===== config.mk =====
export PLATFORM = sky130hd
export DESIGN_NAME = wakeup_broadcaster
export DESIGN_NICKNAME = d
export VERILOG_FILES = /design/src/rtl/wakeup_pkg.sv /design/src/rtl/rr_arbiter.sv /design/src/rtl/wakeup_broadcaster.sv
export SDC_FILE = /design/constraint.sdc
export NUM_CORES = 1
export LEC_CHECK = 0
export CAP_MARGIN = 15
export CELL_PAD_IN_SITES_DETAIL_PLACEMENT = 1
export CELL_PAD_IN_SITES_GLOBAL_PLACEMENT = 2
export CORE_AREA = 2 2 113 115
export DETAILED_ROUTE_END_ITERATION = 16
export DIE_AREA = 0 0 115 117
export GPL_TIMING_DRIVEN = 0
export PLACE_DENSITY_LB_ADDON = 0.08
export SYNTH_ARGS = -nofsm -noshare
export SYNTH_HDL_FRONTEND = slang
export SYNTH_SLANG_ARGS = --single-unit

===== constraint.sdc =====
create_clock -name clock -period 4.2 [get_ports clock]
set_clock_uncertainty 0.05 [all_clocks]
set_input_delay 0.84 -clock clock [delete_from_list [all_inputs] [get_ports clock]]
set_output_delay 0.84 -clock clock [all_outputs]
set_load 0.02 [all_outputs]

===== src/rtl/wakeup_pkg.sv =====
// wakeup_pkg: shared types and the robid age-compare helper used by the
// wakeup broadcaster and the issue-queue flush logic.
`ifndef ROB_SIZE_LOG
`define ROB_SIZE_LOG 6
`endif

package wakeup_pkg;

  // Robid carries one extra MSB that toggles on every ROB wrap.
  localparam int ROBID_W = `ROB_SIZE_LOG + 1;
  localparam int COND_W  = 2;

  typedef logic [ROBID_W-1:0] robid_t;

  typedef struct packed {
    robid_t            robid;
    logic [COND_W-1:0] mask;
    logic [COND_W-1:0] cond;
  } wakeup_req_t;

  // True when robid is strictly younger than the flush point. The wrap bits
  // disagreeing inverts the sense of the low-bit compare; equal is not younger.
  function automatic logic robid_is_younger(robid_t flush_robid, robid_t robid);
    return flush_robid[ROBID_W-1] ^ robid[ROBID_W-1] ^
           (flush_robid[ROBID_W-2:0] < robid[ROBID_W-2:0]);
  endfunction

endpackage


===== src/rtl/rr_arbiter.sv =====
// rr_arbiter: combinational round-robin grant. Search starts at ptr and
// wraps; the first requester found wins. Pointer state lives in the caller.
module rr_arbiter #(
  parameter int NUM_SRC = 3,
  parameter int IDX_W   = (NUM_SRC > 1) ? $clog2(NUM_SRC) : 1
) (
  input  logic [NUM_SRC-1:0] req,
  input  logic [IDX_W-1:0]   ptr,
  output logic [NUM_SRC-1:0] grant,
  output logic [IDX_W-1:0]   grant_idx
);

  logic [IDX_W:0] cand;
  logic           found;

  // Walk sources in priority order ptr, ptr+1, ... (mod NUM_SRC).
  always_comb begin
    grant     = '0;
    grant_idx = '0;
    found     = 1'b0;
    cand      = '0;
    for (int off = 0; off < NUM_SRC; off++) begin
      cand = {1'b0, ptr} + (IDX_W+1)'(off);
      if (cand >= (IDX_W+1)'(NUM_SRC)) begin
        cand = cand - (IDX_W+1)'(NUM_SRC);
      end
      if (!found && req[cand[IDX_W-1:0]]) begin
        found                   = 1'b1;
        grant[cand[IDX_W-1:0]]  = 1'b1;
        grant_idx               = cand[IDX_W-1:0];
      end
    end
  end

endmodule


===== src/rtl/wakeup_broadcaster.sv =====
// wakeup_broadcaster: arbitrates writeback wakeups from NUM_SRC sources,
// buffers them in a small FIFO and emits one condition-update pulse per cycle.
// Slots hold a live bit so a flush can kill buffered wakeups in place; dead
// slots still drain one per cycle but never broadcast.
// Optional feature: define WAKEUP_BYPASS_EN to let a granted request skip the
// empty FIFO and reach the output register one cycle earlier.
`ifndef ROB_SIZE_LOG
`define ROB_SIZE_LOG 6
`endif

module wakeup_broadcaster
  import wakeup_pkg::*;
#(
  parameter int NUM_SRC         = 3,
  parameter int CONDITION_WIDTH = 2,
  parameter int FIFO_DEPTH      = 4
) (
  input  logic                               clock,
  input  logic                               reset_n,
  input  logic [NUM_SRC-1:0]                 src_valid,
  output logic [NUM_SRC-1:0]                 src_ready,
  input  logic [NUM_SRC*ROBID_W-1:0]         src_robid,
  input  logic [NUM_SRC*CONDITION_WIDTH-1:0] src_mask,
  input  logic [NUM_SRC*CONDITION_WIDTH-1:0] src_cond,
  input  logic                               flush_valid,
  input  logic [ROBID_W-1:0]                 flush_robid,
  output logic                               update_condition_valid,
  output logic [ROBID_W-1:0]                 update_condition_robid,
  output logic [CONDITION_WIDTH-1:0]         update_condition_mask,
  output logic [CONDITION_WIDTH-1:0]         update_condition_in,
  output logic [$clog2(FIFO_DEPTH):0]        fifo_count
);

  localparam int IDX_W = (NUM_SRC > 1) ? $clog2(NUM_SRC) : 1;
  localparam int PTR_W = $clog2(FIFO_DEPTH);
  localparam int CNT_W = PTR_W + 1;
  localparam logic [CNT_W-1:0] FULL_COUNT = CNT_W'(FIFO_DEPTH);

  // Per-source views of the flattened request buses.
  robid_t                     src_robid_arr [NUM_SRC];
  logic [CONDITION_WIDTH-1:0] src_mask_arr  [NUM_SRC];
  logic [CONDITION_WIDTH-1:0] src_cond_arr  [NUM_SRC];

  for (genvar gi = 0; gi < NUM_SRC; gi++) begin : g_src
    assign src_robid_arr[gi] = src_robid[gi*ROBID_W +: ROBID_W];
    assign src_mask_arr[gi]  = src_mask[gi*CONDITION_WIDTH +: CONDITION_WIDTH];
    assign src_cond_arr[gi]  = src_cond[gi*CONDITION_WIDTH +: CONDITION_WIDTH];
  end

  // Arbitration
  logic [IDX_W-1:0]   rr_ptr_reg;
  logic [IDX_W-1:0]   rr_ptr_next;
  logic [NUM_SRC-1:0] grant;
  logic [IDX_W-1:0]   grant_idx;
  logic               grant_any;

  rr_arbiter #(
    .NUM_SRC (NUM_SRC),
    .IDX_W   (IDX_W)
  ) u_arb (
    .req       (src_valid),
    .ptr       (rr_ptr_reg),
    .grant     (grant),
    .grant_idx (grant_idx)
  );

  assign grant_any = |grant;

  // FIFO state
  logic [PTR_W-1:0] head_reg;
  logic [PTR_W-1:0] tail_reg;
  logic [CNT_W-1:0] count_reg;
  logic [FIFO_DEPTH-1:0] slot_valid_reg;
  robid_t                     slot_robid [FIFO_DEPTH];
  logic [CONDITION_WIDTH-1:0] slot_mask  [FIFO_DEPTH];
  logic [CONDITION_WIDTH-1:0] slot_cond  [FIFO_DEPTH];

  logic full;
  logic empty;
  logic push;
  logic pop;
  logic bypass;

  robid_t                     sel_robid;
  logic [CONDITION_WIDTH-1:0] sel_mask;
  logic [CONDITION_WIDTH-1:0] sel_cond;
  logic                       in_live;
  logic                       head_live;
  logic [FIFO_DEPTH-1:0]      slot_flush_hit;

  assign full  = (count_reg == FULL_COUNT);
  assign empty = (count_reg == '0);

  assign src_ready = grant & {NUM_SRC{~full}};

  assign sel_robid = src_robid_arr[grant_idx];
  assign sel_mask  = src_mask_arr[grant_idx];
  assign sel_cond  = src_cond_arr[grant_idx];

  // An incoming request younger than a concurrent flush is accepted but dead.
  assign in_live = ~(flush_valid & robid_is_younger(flush_robid, sel_robid));

  for (genvar gi = 0; gi < FIFO_DEPTH; gi++) begin : g_flush
    assign slot_flush_hit[gi] = flush_valid & robid_is_younger(flush_robid, slot_robid[gi]);
  end

  // Head is popped every non-empty cycle; it broadcasts only if still live.
  assign head_live = slot_valid_reg[head_reg] & ~slot_flush_hit[head_reg];

`ifdef WAKEUP_BYPASS_EN
  assign bypass = grant_any & empty;
`else
  assign bypass = 1'b0;
`endif

  assign pop  = ~empty;
  assign push = grant_any & ~full & ~bypass;

  // Next round-robin pointer: one past the granted source, else hold.
  always_comb begin
    rr_ptr_next = rr_ptr_reg;
    if (grant_any) begin
      if (grant_idx == IDX_W'(NUM_SRC - 1)) begin
        rr_ptr_next = '0;
      end else begin
        rr_ptr_next = grant_idx + 1'b1;
      end
    end
  end

  // Arbiter pointer register.
  always_ff @(posedge clock or negedge reset_n) begin
    if (!reset_n) begin
      rr_ptr_reg <= '0;
    end else begin
      rr_ptr_reg <= rr_ptr_next;
    end
  end

  // Head/tail pointers and occupancy; full/empty guard against over/underflow.
  always_ff @(posedge clock or negedge reset_n) begin
    if (!reset_n) begin
      head_reg  <= '0;
      tail_reg  <= '0;
      count_reg <= '0;
    end else begin
      if (push) begin
        tail_reg <= tail_reg + 1'b1;
      end
      if (pop) begin
        head_reg <= head_reg + 1'b1;
      end
      case ({push, pop})
        2'b10:   count_reg <= count_reg + 1'b1;
        2'b01:   count_reg <= count_reg - 1'b1;
        default: count_reg <= count_reg;
      endcase
    end
  end

  // Slot live bits: a push sets liveness, a pop retires the slot, a flush kills
  // younger slots. Push and pop never target the same slot in one cycle.
  always_ff @(posedge clock or negedge reset_n) begin
    if (!reset_n) begin
      slot_valid_reg <= '0;
    end else begin
      for (int i = 0; i < FIFO_DEPTH; i++) begin
        if (push && tail_reg == PTR_W'(i)) begin
          slot_valid_reg[i] <= in_live;
        end else if (pop && head_reg == PTR_W'(i)) begin
          slot_valid_reg[i] <= 1'b0;
        end else if (slot_flush_hit[i]) begin
          slot_valid_reg[i] <= 1'b0;
        end
      end
    end
  end

  // Slot payload storage; contents are only meaningful behind a live bit.
  always_ff @(posedge clock) begin
    if (push) begin
      slot_robid[tail_reg] <= sel_robid;
      slot_mask[tail_reg]  <= sel_mask;
      slot_cond[tail_reg]  <= sel_cond;
    end
  end

  // Broadcast output register
  logic                       out_valid_reg;
  logic                       out_valid_next;
  robid_t                     out_robid_reg;
  robid_t                     out_robid_next;
  logic [CONDITION_WIDTH-1:0] out_mask_reg;
  logic [CONDITION_WIDTH-1:0] out_mask_next;
  logic [CONDITION_WIDTH-1:0] out_cond_reg;
  logic [CONDITION_WIDTH-1:0] out_cond_next;

  // Choose what the output register captures: live FIFO head, or the
  // bypassed request when the FIFO is empty; otherwise the pulse drops.
  always_comb begin
    out_valid_next = 1'b0;
    out_robid_next = out_robid_reg;
    out_mask_next  = out_mask_reg;
    out_cond_next  = out_cond_reg;
    if (pop) begin
      if (head_live) begin
        out_valid_next = 1'b1;
        out_robid_next = slot_robid[head_reg];
        out_mask_next  = slot_mask[head_reg];
        out_cond_next  = slot_cond[head_reg];
      end
    end else if (bypass && in_live) begin
      out_valid_next = 1'b1;
      out_robid_next = sel_robid;
      out_mask_next  = sel_mask;
      out_cond_next  = sel_cond;
    end
  end

  // Output register; valid is a single-cycle pulse, payload holds between pulses.
  always_ff @(posedge clock or negedge reset_n) begin
    if (!reset_n) begin
      out_valid_reg <= 1'b0;
      out_robid_reg <= '0;
      out_mask_reg  <= '0;
      out_cond_reg  <= '0;
    end else begin
      out_valid_reg <= out_valid_next;
      out_robid_reg <= out_robid_next;
      out_mask_reg  <= out_mask_next;
      out_cond_reg  <= out_cond_next;
    end
  end

  assign update_condition_valid = out_valid_reg;
  assign update_condition_robid = out_robid_reg;
  assign update_condition_mask  = out_mask_reg;
  assign update_condition_in    = out_cond_reg;
  assign fifo_count             = count_reg;

endmodule


# Word-level counts from Yosys, hierarchy flattened
# Memory sizes are Yosys's and may differ from the RTL's. A register that Yosys moved wholly into a read port is not among the register bits.
# Index checks and enable logic that the tools add are counted.
# totals
word_cells,155
regBits,14
ramBits,44
memories,3
in_bits,46
output_inout_bits,18
# classes
n_lt_le_gt_ge,16
bitwise,25
n_eq_ne,10
n_addsub,10
reduce_logical,28
muxes,54
# mem_list
memory,depth,width,read_ports,rd_clocked_by_memory_dff,write_ports,line,source
slot_robid,4,7,5,1,1,wakeup_broadcaster.sv:74,robid_t slot_robid [FIFO_DEPTH];
slot_cond,4,2,1,1,1,wakeup_broadcaster.sv:76,logic [CONDITION_WIDTH-1:0] slot_cond [FIFO_DEPTH];
slot_mask,4,2,1,1,1,wakeup_broadcaster.sv:75,logic [CONDITION_WIDTH-1:0] slot_mask [FIFO_DEPTH];
# op_table
op,count
$lt 6x6->1,5
$mux 1,26
$mux 2,11
$bmux 7 s2,1
$mux 7,2
$logic_and 1x1->1,13
$eq 2x2->1 const B,6
$lt 2x3->1 const B,4
$reduce_bool 3->1,4
$bmux 1 s2,5
$xor 1x1->1,10
$mux 3,3
$bmux 2 s2,2
$and 1x1->1,7
$add 2x1->2 const B,3
$demux 1 s2,3
$eq 2x1->1 const B,3
$ge 2x1->1 const B,3
$ge 3x2->1 const B,2
$or 3x3->3,2
$pmux 3 s2,1
$sub 2x2->2 const B,3
$logic_not 1->1,5
$logic_not 2->1,2
other kinds (14),17

# Longest topological paths before layout
# Gate-level depths: netlist of the first run.
# logic_depth
depth_word,20
mapped_depth,19
ltp_nobuf,17

# By module
# Synthesis of the first run repeated with hierarchy kept, for this count alone.
# hier_totals
cells_unflattened,336
area_unflattened_um2,4106.4
# by_module_without_submodules
mod,cells_each,area_per_inst_um2,n_inst,seq_area_each_um2
wakeup_broadcaster,298,3839.9,1,1946.9
rr_arbiter,38,266.5,1,0.0

# Worst setup path after synthesis of the first run
# Ideal clock, no wire load.
# synth_timing
path_kind,input -> register
start,in src_valid[1]
end,reg slot_valid_reg[1]
arrival_time_ns,3.769
setup_time_ns,0.139
path_buffers,2
t_required_ns,4.011
setup_slack_ns,0.242
stages,16
path_cell_list,buf_2 mux2i_1 o21a_1 a311oi_1 nor2_1 buf_2 nor2_1 a21o_1 inv_1 ha_1 nand2_1 o21ai_0 nor2_1 or4_1 a21oi_2 mux2i_1
# synth_via
elab_chain_len,18
word_cells_on_any_way,34
classes_between,1 x order compare; 18 x mux; 8 x bitwise; 7 x reduce/logical
# synth_lines
element,line,source
from (decl),wakeup_broadcaster.sv:20,"input logic [NUM_SRC-1:0] src_valid,"
$bmux 1 s2,rr_arbiter.sv:27,if (!found && req[cand[IDX_W-1:0]]) begin
$mux 1 (implied by the code),rr_arbiter.sv:27,
$mux 1,rr_arbiter.sv:27,
$logic_not 1->1,rr_arbiter.sv:27,
$logic_and 1x1->1,rr_arbiter.sv:27,
$mux 1,rr_arbiter.sv:27,
$logic_not 1->1,rr_arbiter.sv:27,
$logic_and 1x1->1,rr_arbiter.sv:27,
[2 not listed],n/a,
$bmux 7 s2 (*),wakeup_broadcaster.sv:96,assign sel_robid = src_robid_arr[grant_idx];
$mux 7 (implied by the code) (*) (2 in series),wakeup_broadcaster.sv:96,
net sel_robid[5],wakeup_broadcaster.sv:84,robid_t sel_robid;
$lt 6x6->1 (*),wakeup_pkg.sv:25,(flush_robid[ROBID_W-2:0] < robid[ROBID_W-2:0]);
$xor 1x1->1 (*),wakeup_pkg.sv:24,return flush_robid[ROBID_W-1] ^ robid[ROBID_W-1] ^
$and 1x1->1 (*),wakeup_broadcaster.sv:101,"assign in_live = ~(flush_valid & robid_is_younger(flush_robid, sel_robid));"
$not 1->1 (*),wakeup_broadcaster.sv:101,
$mux 1 (*),wakeup_broadcaster.sv:168,if (push && tail_reg == PTR_W'(i)) begin
"to (signal, indexed assignment)",wakeup_broadcaster.sv:169,slot_valid_reg[i] <= in_live;
to (decl),wakeup_broadcaster.sv:73,logic [FIFO_DEPTH-1:0] slot_valid_reg;
# The timed path passes the listed nets; every way through them passes the cells marked *. The select of a mux whose other input is x is not followed.
# A chain may end at the register's enable or synchronous reset.

# Worst setup path after layout of the first run
# layout_timing
start,reg rr_ptr_reg[0]
end,reg slot_valid_reg[3]
# layout_via
elab_chain_len,20
word_cells_on_any_way,60
classes_between,5 x add/sub; 10 x order compare; 27 x mux; 8 x bitwise; 10 x reduce/logical
# layout_lines
element,line,source
from (decl),wakeup_broadcaster.sv:51,logic [IDX_W-1:0] rr_ptr_reg;
from (signal assigned),wakeup_broadcaster.sv:136,rr_ptr_reg <= rr_ptr_next;
"parallel branches: the longest is 10 deep, another holds $add 2x1->3",n/a,
$mux 2 (*),rr_arbiter.sv:27,
$not 2->3 (implied by the code) (*),wakeup_broadcaster.sv:96,
$bmux 7 s2 (*),wakeup_broadcaster.sv:96,
$mux 7 (implied by the code) (*) (2 in series),wakeup_broadcaster.sv:96,
net sel_robid[5],wakeup_broadcaster.sv:84,
$lt 6x6->1 (*),wakeup_pkg.sv:25,
$xor 1x1->1 (*),wakeup_pkg.sv:24,
$and 1x1->1 (*),wakeup_broadcaster.sv:101,
$not 1->1 (*),wakeup_broadcaster.sv:101,
$mux 1 (*),wakeup_broadcaster.sv:168,
# Mark *: on every way through the listed nets, which the timed path passes. The select of a mux whose other input is x is not followed.

==> impl_results.md, run 1 <==
- Status: finished, final reports clean
- Placed cells: slightly below 600
- Final Power: roughly 5.0 mW
- Peak VDD IR: approximately 380 uV
- Synthesis Warnings: 0
- Reg2Reg Depth: 18
- Die Y: 117 um
- Max Clk Rate: 248.6 MHz
- Sw Pwr: a little over 2 mW
- Critical Path Slowest Stage Cell: or4_4
- Period utilization: 95.76%
- Total GRT Usage: a little under a fifth
- Via-to-Cell Ratio: between 5 and 6
- Grt met1 use: 23.05%
- Syn Nets: 460
- DP HPWL: ~8500 um
- Vias: about 3200
- # Max-Cap Violations: 0
- Met2 Use GR: roughly 32%
- Fin area: between 0.005 and 0.006 sq mm
- Final antenna-violating net count: 0
- Die width: ~120 um
- Number of flops mapped to enable cells by yosys: 44
- Full die area: ~0.013 sq mm
- Combinational power share: between 50% and 60%
- # setup viols final: 0
- Drc violations: 0
- Placement Rows: slightly above 40
- Core area: roughly 0.012 sq mm
- Post-synth cell types: 63
- Cell Chain, Critical Path: inv_1 -> ha_1 -> buf_4 -> mux2i_4 -> o21a_2 -> a311oi_4 -> nor2_2 -> buf_6 -> nor2_4 -> a21o_1 -> inv_1 -> ha_1 -> nand2_1 -> o21ai_2 -> nor2_1 -> or4_4 -> a21oi_4 -> mux2i_1
- Most used DFF post-synth: edfxtp_1
- Flops & latches, synth: 69
- Fraction of layout instances using a drive strength above 1: 17.93%
- Pwr/cell area: 888.7 mW/mm^2
- Cell Area, Placed: just over 0.005 sq mm
- CTS tree: yes
- Setup Crit Path Kind: reg2reg
- Fin. max-slew vios: 0
- Initial DRC Count: 107
- Clock slew at reported path FFs: approximately 0.060 ns
- Sw Share: approximately two fifths
- Diode count: 0
- Regs by FF count: slot_robid: 28 flops, slot_cond: 8 flops, slot_mask: 8 flops
- Post-synthesis sequential area ratio: between 40% and 50%
- Sequential Power Share: 27.3%
- WP data arrival: 4.16 ns
- Routed WL: 11650 um
- Root Buffer: clkbuf_16
- Asr flop ratio synth: between 30% and 40%
- M3 GR Usage: roughly 4.8%
- Max-slew headroom: 31.71%
- Mean Syn Cell Area: around 12 sq um
- GR Overflow Total: 0
- Io pins: 64
- Clock share of power: between 15 and 20%
- Critical path data required time: approximately 4.3 ns
- Startpoint types: flip-flop
- Measured slew at the worst slew-check pin: just over 1 ns
- CTS Buffer Depth: 2
- Critical path capture point type: flip-flop
- H-tree depth: 3
- Drt wl/cell: about 19 um
- Gate Count Post-Synth: between 300 and 400
- Global-route wire length before repair: ~18000 um
- Nets: about 540
- Most common cell after layout, fill and taps aside: clkdlybuf4s50_1
- Final Critical Period: approximately 4 ns
- Final Hold Violating Endpoints: 0
- Antenna violations before repair: 0
- Global routing's busiest layer: met2
- Int Power: approximately 3 mW
- Vias in the first global route: 3400
- Sequential Area: about 0.0019 sq mm
- Crit-path max cell delay: 0.55 ns
- Multi-input gate area: 0.002265 sq mm
- Pleak: 2.340 nW
- Worst min path class: reg2reg
- Post-route insts no fill: around 600
- Gpl congestion: 0.7721
- Post-Syn Area: between 0.004 and 0.005 sq mm
- Most frequent cells in the layout: 58 x clkdlybuf4s50_1, 45 x inv_1, 44 x edfxtp_1
- Min-Delay Path Depth: 1
- Clock sink count: 69
- Area growth from synthesis to layout: 29.48%
- Largest net degree at the start of global routing: 26
- Drt pass-1 iters: 4
- FILL cells: ~1300
- Largest register FFs: 28
- Initial core utilization: 35.30%
- Number of buffers added on ports: 61
- Cts hold-fix bufs: 0
- CP max FO: 9
- CTS buffer count: 9
- Largest reg by FF count: slot_robid
- Clock Latency Late Sink: ~0.34 ns
==> through the flow <==
step / setup WS, ns / TNS, ns / hold WS [ns] / util [%]
global route: -0.005464 / -0.005464 / 0.4758 / 45.71
global placement: -1.212 / -4.831 / 0.4449 / 41.79
finish: 0.1782 / 0 / 0.4587 / 45.71
detailed placement: -1.238 / -4.967 / 0.4491 / 41.75
floorplan: 0.2419 / 0 / 0.4546 / -
CTS: 0.01770 / 0 / 0.4658 / 44.71
==> cells by family after synthesis <==
group,Yosys count,share of synthesized area [%]
compound gates,82,13.70
simple gates,76,8.809
flops,69,44.79
buf+inv,57,5.354
mux,40,13.53
fa+ha+maj,39,11.40
xor+xnor,12,2.418
==> final cells by class <==
class / instances / share of cell area (%)
tap: 150 / 3.335
inverter: 46 / 3.068
clock inverter: 6 / 1.089
buffer: 11 / 1.245
sequential: 69 / 34.59
multi-input combinational: 249 / 40.24
clock buffer: 10 / 4.246
timing repair buffer: 72 / 12.18
==> synthesized netlist by cell type, types with 9 or more instances <==
cell	instances	area [sq um]
a21oi_1	13	65.06
dfrtp_1	25	625.6
edfxtp_1	44	1321
ha_1	38	475.5
inv_1	46	172.7
mux2_4	9	135.1
mux2i_1	16	160.2
mux4_2	11	247.7
nand2_1	24	90.09
nand2b_1	10	62.56
nor2_1	15	56.30
o21ai_0	17	85.08
xnor2_1	9	78.83
==> critical path: cells and delay by family (launching register included) <==
kind | cells | cell delay [ns]
compound gates | 5 | 1.13
fa+ha+maj | 2 | 0.57
buf+inv | 4 | 0.48
flops | 1 | 0.40
mux | 2 | 0.29
simple gates | 5 | 0.94
==> metal layers <==
layer / part of all wire, % / up-vias
met5: 0 / -
li1: - / 1540
met2: 49 / 60
met4: 0.85 / 0
met3: 4.2 / 8
met1: 46 / 1598
==> timing repair <==
action                     CTS  global route
setup buffers                2             9
pin swaps                    4             8
resized for setup           15            13
setup endpoints to repair    4             4
==> final timing paths <==
| kind | start | end | slack, ns |
|---|---|---|---|
| min reg2reg | update_condition_robid[4] | update_condition_robid[4] | 0.46 |
| max | rr_ptr_reg[0] | slot_valid_reg[3] | 0.18 |
| max in group asynchronous | reset_n | slot_valid_reg[1] | 3.16 |
| min in group asynchronous | reset_n | update_condition_mask[0] | 0.49 |
| min | update_condition_robid[4] | update_condition_robid[4] | 0.46 |
| max reg2reg | rr_ptr_reg[0] | slot_valid_reg[3] | 0.18 |
==> power by group through the flow <==
stage	registers, mW	clock network [mW]	logic (mW)
floorplan	1.42	0	1.79
global placement	1.36	0	2.64
detailed placement	1.38	0	2.68
CTS	1.37	0.784	2.78
global route	1.41	0.810	3.17
finish	1.36	0.769	2.87
(Power assumes the default switching activity.)
==> run 2: changes to the inputs <==
SLEW_MARGIN = 25   (was unset)
==> run 2 against run 1 <==
  * Combinational power hardly changed
  * Clock power grew 7.3%
  * Highest routed layer unchanged
  * Largest power group unchanged
  * Final cell count is 0.49% higher
  * Utilization rose by 0.58 points
  * Maximum frequency up 0.11%
  * Critical path type unchanged
  * Sequential share of layout area shrank 0.43 points
==> impl_results.md, run 2 (synthesis results as in run 1) <==
- GR Overflow Total: 0 (unchanged)
- Reg-to-reg setup timing slack: 0.18 ns (about the same)
- # setup viols final: 0 (unchanged)
- Drc violations: 0 (unchanged)
- Antenna violations before repair: 0 (unchanged)
- Total GRT Usage: 18.29% (-0.093 points)
- Io pins: 64 (unchanged)
- Die width: 115 um (unchanged)
- Regs by FF count: slot_robid: 28 flops, slot_cond: 8 flops, slot_mask: 8 flops
- Clock sink count: 69 (unchanged)
- Critical path capture point type: flip-flop
- Clock slew at reported path FFs: 0.06 ns (about the same)
- Final setup TNS: 0 ns (unchanged)
- Fin. max-slew vios: 0 (unchanged)
- Dpl ws: -1.233 ns (+0.004860 ns)
- Area growth from synthesis to layout: 31.12%
- Placement Rows: 41 (unchanged)
- Gpl congestion: 0.7721 (unchanged)
- Most common cell after layout, fill and taps aside: clkdlybuf4s50_1
- Max Clk Rate: 248.9 MHz (+0.11%)
- Placed cells: 587 (+0.17%)
- Hold WS: 0.3692 ns (-0.08956 ns)
- Diode count: 0 (unchanged)
- CP max FO: 9 (unchanged)
- RR Startpoint: rr_ptr_reg[0]
- Pleak: 2.368 nW (+1.2%)
- Fin area: 0.005699 sq mm (+1.3%)
- Startpoint types: flip-flop
- CTS buffer count: 9 (unchanged)
- Reg2Reg Depth: 18 (unchanged)
- Largest net degree at the start of global routing: 14 (-46%)
- # Max-Cap Violations: 0 (unchanged)
- H-tree depth: 3 (unchanged)
- Vias: 3180 (-0.81%)
- Routed WL: 11560 um (-0.79%)
- Die Y: 117 um (unchanged)
- Critical path data required time: 4.33 ns (about the same)
- Worst min path class: in2async
- Max-slew headroom: 45.37% (+14 points)
- Fin util: 46.29% (+0.58 points)
- Status: finished, final reports clean
- Cts hold-fix bufs: 0 (unchanged)
- Worst Setup Slack, final: 0.1828 ns (+0.004579 ns)
- Final antenna-violating net count: 0 (unchanged)
- Number of buffers added on ports: 61 (unchanged)
- Cell Area, Placed: 0.005167 sq mm (+0.54%)
- Drt wl/cell: 18.76 um (-1.3%)
- CTS Buffer Depth: 2 (unchanged)
- WP data arrival: 4.15 ns (about the same)
- Drt pass-1 iters: 5 (+1)
- Period utilization: 95.65% (-0.11 points)
- Post-route insts no fill: 616 (+0.49%)
- Initial DRC Count: 119 (+11%)
- Via-to-Cell Ratio: 5.162 (-1.3%)
- Nets: 546 (+0.55%)
- Clock Latency Late Sink: 0.34 ns (about the same)
- Final Hold Violating Endpoints: 0 (unchanged)
- Global-route wire length before repair: 18310 um (unchanged)
- Final Power: 5.079 mW (+1.5%)
- Full die area: 0.01346 sq mm (unchanged)
- Peak VDD IR: 462.9 uV (+23%)
- Core area: 0.01231 sq mm (unchanged)
- Vias in the first global route: 3446 (+1.4%)
- Fraction of layout instances using a drive strength above 1: 18.45% (+0.53 points)
- Largest reg by FF count: slot_robid
- DP HPWL: 8634 um (+1.2%)
- Initial core utilization: 35.30% (unchanged)
- Reg2reg end: slot_valid_reg[3]
- Final Critical Period: 4.017 ns (-0.004579 ns)
- Measured slew at the worst slew-check pin: 0.8195 ns (-0.2049 ns)
- Root Buffer: clkbuf_16
- CTS tree: yes
- Setup Crit Path Kind: reg2reg
- Largest register FFs: 28 (unchanged)
- Most frequent cells in the layout: 58 x clkdlybuf4s50_1, 45 x inv_1, 44 x edfxtp_1
- Pwr/cell area: 891.1 mW/mm^2 (+0.27%)
[run 2: how the worst max path moves through the flow]
stage	from	endpoint	slack (ns)
3_5_place_dp	src_valid[2]	slot_valid_reg[3]	-1.23
2_1_floorplan	src_valid[1]	slot_valid_reg[1]	0.24
3_3_place_gp	src_valid[2]	slot_valid_reg[3]	-1.21
5_1_grt	rr_ptr_reg[0]	slot_valid_reg[2]	-0.009
6_report	rr_ptr_reg[0]	slot_valid_reg[3]	0.18
4_1_cts	rr_ptr_reg[0]	slot_valid_reg[3]	0.02
[run 2: critical path, cell delays in order (launching register included)]
cell and delay (ns):
dfrtp_1 0.39, inv_1 0.08, ha_1 0.29, buf_4 0.18
mux2i_4 0.20, o21a_2 0.26, a311oi_4 0.28, nor2_2 0.08
buf_6 0.16, nor2_4 0.13, a21o_1 0.17, inv_1 0.06
ha_1 0.29, nand2_1 0.09, o21ai_2 0.18, nor2_1 0.09
or4_4 0.55, a21oi_4 0.23, mux2i_1 0.10
[run 2: what timing repair did]
action | in CTS | in global routing
pin swaps | 4 | 9
gates cloned | 0 | 0
setup buffers | 2 | 11
endpoints found under the setup margin | 4 | 4
gates resized for setup | 15 | 13
[run 2: cell type report]
type | instances | area, sq um
inverter | 46 | 176.4
buffer | 11 | 71.32
multi-input combinational | 249 | 2265
clock buffer | 10 | 239.0
timing repair buffer | 75 | 728.2
sequential | 69 | 1947
clock inverter | 6 | 85.08
tap | 150 | 187.7
fill | 1326 | 6613
[run 2: metal layers]
| layer | routed length [um] | vias to the layer above | GRT usage (%) | share of wire, % |
|---|---|---|---|---|
| met3 | 385 | 14 | 4.274 | 3.3 |
| met2 | 5653 | 60 | 31.61 | 49 |
| met1 | 5365 | 1563 | 23.08 | 46 |
| met4 | 152 | 0 | 5.060 | 1.3 |
| li1 | - | 1543 | - | - |
| met5 | 0 | - | 0 | 0 |
[run 2: report_power, final]
| part | internal [mW] | total (mW) | switching [mW] | leakage [nW] |
|---|---|---|---|---|
| clock network | 0.535 | 0.825 | 0.291 | 0.157 |
| logic | 1.32 | 2.89 | 1.56 | 1.50 |
| registers | 1.20 | 1.37 | 0.165 | 0.708 |
| total | 3.06 | 5.08 | 2.02 | 2.37 |
==> run 3: changes to the inputs <==
SETUP_SLACK_MARGIN = 0.05   (was unset)
SLEW_MARGIN = unset   (was 25)
==> run 3 against run 2 <==
  * First-iteration DRC count down 12%
  * Maximum frequency grew 1.1%
  * Highest routed layer unchanged
  * Count of clock-buffer cells in the layout is the same
  * Critical endpoint is now slot_valid_reg[1]
==> impl_results.md, run 3 (synthesis results as in run 1) <==
- Final Power: 5.030 mW (-0.96%)
- Clock Latency Late Sink: 0.34 ns (about the same)
- Drt pass-1 iters: 4 (-1)
- Final Critical Period: 3.973 ns (-0.04406 ns)
- Antenna violations before repair: 0 (unchanged)
- # Max-Cap Violations: 0 (unchanged)
- CTS tree: yes
- Final Hold Violating Endpoints: 0 (unchanged)
- Die width: 115 um (unchanged)
- Max-slew headroom: 32.31% (-13 points)
- Startpoint types: flip-flop
- Clock sink count: 69 (unchanged)
- Clock slew at reported path FFs: 0.06 ns (about the same)
- Core area: 0.01231 sq mm (unchanged)
- Final antenna-violating net count: 0 (unchanged)
- Critical Path Slowest Stage Cell: or4_4
- Fin. max-slew vios: 0 (unchanged)
- Area growth from synthesis to layout: 30.05%
- Gpl congestion: 0.7721 (unchanged)
- FILL cells: 1332 (+0.45%)
- Io pins: 64 (unchanged)
- Placement Rows: 41 (unchanged)
- GR Overflow Total: 0 (unchanged)
- Regs by FF count: slot_robid: 28 flops, slot_cond: 8 flops, slot_mask: 8 flops
- Final setup TNS: 0 ns (unchanged)
- Total GRT Usage: 18.41% (+0.13 points)
- Pleak: 2.344 nW (-1.0%)
- Global routing's busiest layer: met2
- Initial DRC Count: 105 (-12%)
- Critical path data required time: 4.34 ns (about the same)
- M3 GR Usage: 4.840% (+0.57 points)
- Cell Chain, Critical Path: inv_1 -> ha_1 -> buf_6 -> mux2i_4 -> o21a_2 -> a311oi_4 -> nor2_2 -> buf_6 -> nor2_4 -> a21o_1 -> inv_1 -> ha_1 -> nand2_1 -> nor3_2 -> nor2_1 -> or4_4 -> a21oi_4 -> mux2i_1
- Diode count: 0 (unchanged)
- CP max FO: 9 (unchanged)
- Fin area: 0.005653 sq mm (-0.81%)
- DP HPWL: 8536 um (-1.1%)
- Initial core utilization: 35.30% (unchanged)
- Worst Setup Slack, final: 0.2269 ns (+0.04406 ns)
- Via-to-Cell Ratio: 5.205 (+0.83%)
- Number of buffers added on ports: 61 (unchanged)
- CTS buffer count: 9 (unchanged)
- Most frequent cells in the layout: 58 x clkdlybuf4s50_1, 45 x inv_1, 44 x edfxtp_1
- Full die area: 0.01346 sq mm (unchanged)
- Met2 Use GR: 32.00% (+0.39 points)
- H-tree depth: 3 (unchanged)
- Largest net degree at the start of global routing: 26 (+12)
- Setup Crit Path Kind: reg2reg
- Cell Area, Placed: 0.005140 sq mm (-0.53%)
- Pwr/cell area: 889.8 mW/mm^2 (-0.14%)
- Worst min path class: reg2reg
- Crit-path max cell delay: 0.55 ns (about the same)
- Unrepaired setup endpoints after global routing: no
- Status: finished, final reports clean
- Routed WL: 11620 um (+0.53%)
- Vias: 3196 (+0.50%)
- Dpl ws: -1.238 ns (-0.004860 ns)
- Drt wl/cell: 18.92 um (+0.86%)
- Global-route wire length before repair: 18340 um (+0.19%)
- Period utilization: 94.60% (-1.0 points)
- Drc violations: 0 (unchanged)
- Critical path capture point type: flip-flop
- # setup viols final: 0 (unchanged)
- Grt met1 use: 23.19% (+0.11 points)
- CTS Buffer Depth: 2 (unchanged)
- Fin util: 45.91% (-0.38 points)
- Fraction of layout instances using a drive strength above 1: 18.32% (-0.14 points)
- Peak VDD IR: 377.6 uV (-18%)
- Root Buffer: clkbuf_16
- Die Y: 117 um (unchanged)
- Most common cell after layout, fill and taps aside: clkdlybuf4s50_1
- Max Clk Rate: 251.7 MHz (+1.1%)
- Largest register FFs: 28 (unchanged)
- Largest reg by FF count: slot_robid
- WP data arrival: 4.12 ns (-0.03 ns)
- Nets: 544 (-0.37%)
- Measured slew at the worst slew-check pin: 1.015 ns (+0.1959 ns)
- Vias in the first global route: 3413 (-0.96%)
==> run 3: metal layers <==
layer / vias up / wire [um]
met5: - / 0
met4: 0 / 97
met3: 8 / 482
met2: 59 / 5735
met1: 1589 / 5302
li1: 1540 / -
==> run 3: final cells by class <==
class	count	area, sq um	area share, %
clock buffer	10	239.0	4.228
tap	150	187.7	3.320
sequential	69	1947	34.44
multi-input combinational	249	2277	40.28
inverter	46	172.7	3.054
clock inverter	6	61.31	1.085
buffer	11	73.82	1.306
timing repair buffer	73	694.4	12.28
==> run 3: critical path, delay by kind of cell (launching register included) <==
family | cells | cell delay, ns
multiplexers | 2 | 0.28
AND/OR/NAND/NOR | 6 | 1.11
adder cells (fa/ha/maj) | 2 | 0.59
flip-flops | 1 | 0.40
AO/OA/AOI/OAI | 4 | 0.94
buffers and inverters | 4 | 0.44
==> run 3: path summary, 6_finish.rpt <==
kind | cells past startpoint | endpoint | slack (ns) | startpoint
max | 18 | slot_valid_reg[1] | 0.23 | rr_ptr_reg[0]
min | 1 | update_condition_robid[4] | 0.46 | update_condition_robid[4]
max reg2reg | 18 | slot_valid_reg[1] | 0.23 | rr_ptr_reg[0]
min reg2reg | 1 | update_condition_robid[4] | 0.46 | update_condition_robid[4]
max in group asynchronous | 1 | slot_valid_reg[1] | 3.16 | reset_n
min in group asynchronous | 1 | update_condition_mask[0] | 0.49 | reset_n
==> run 3: metrics by stage <==
stage                     hold WS (ns)  cells
after detailed placement        0.4491    586
final                           0.4587    614
after CTS                       0.4658    607
after global routing            0.4758    614
after global placement          0.4449    586
after floorplan                 0.4546    375
==> run 3: what timing repair did <==
item / 4_1_cts / 5_1_grt
pin swaps: 4 / 9
setup buffers: 5 / 7
gates resized for setup: 16 / 15
endpoints found under the setup margin: 4 / 4
cloned: 0 / 0
hold buffers: 0 / 0
==> run 3: report_power, final <==
group	internal [mW]	switching, mW	leakage, nW
sequential	1.20	0.164	0.708
combinational	1.33	1.57	1.49
clock	0.474	0.296	0.149
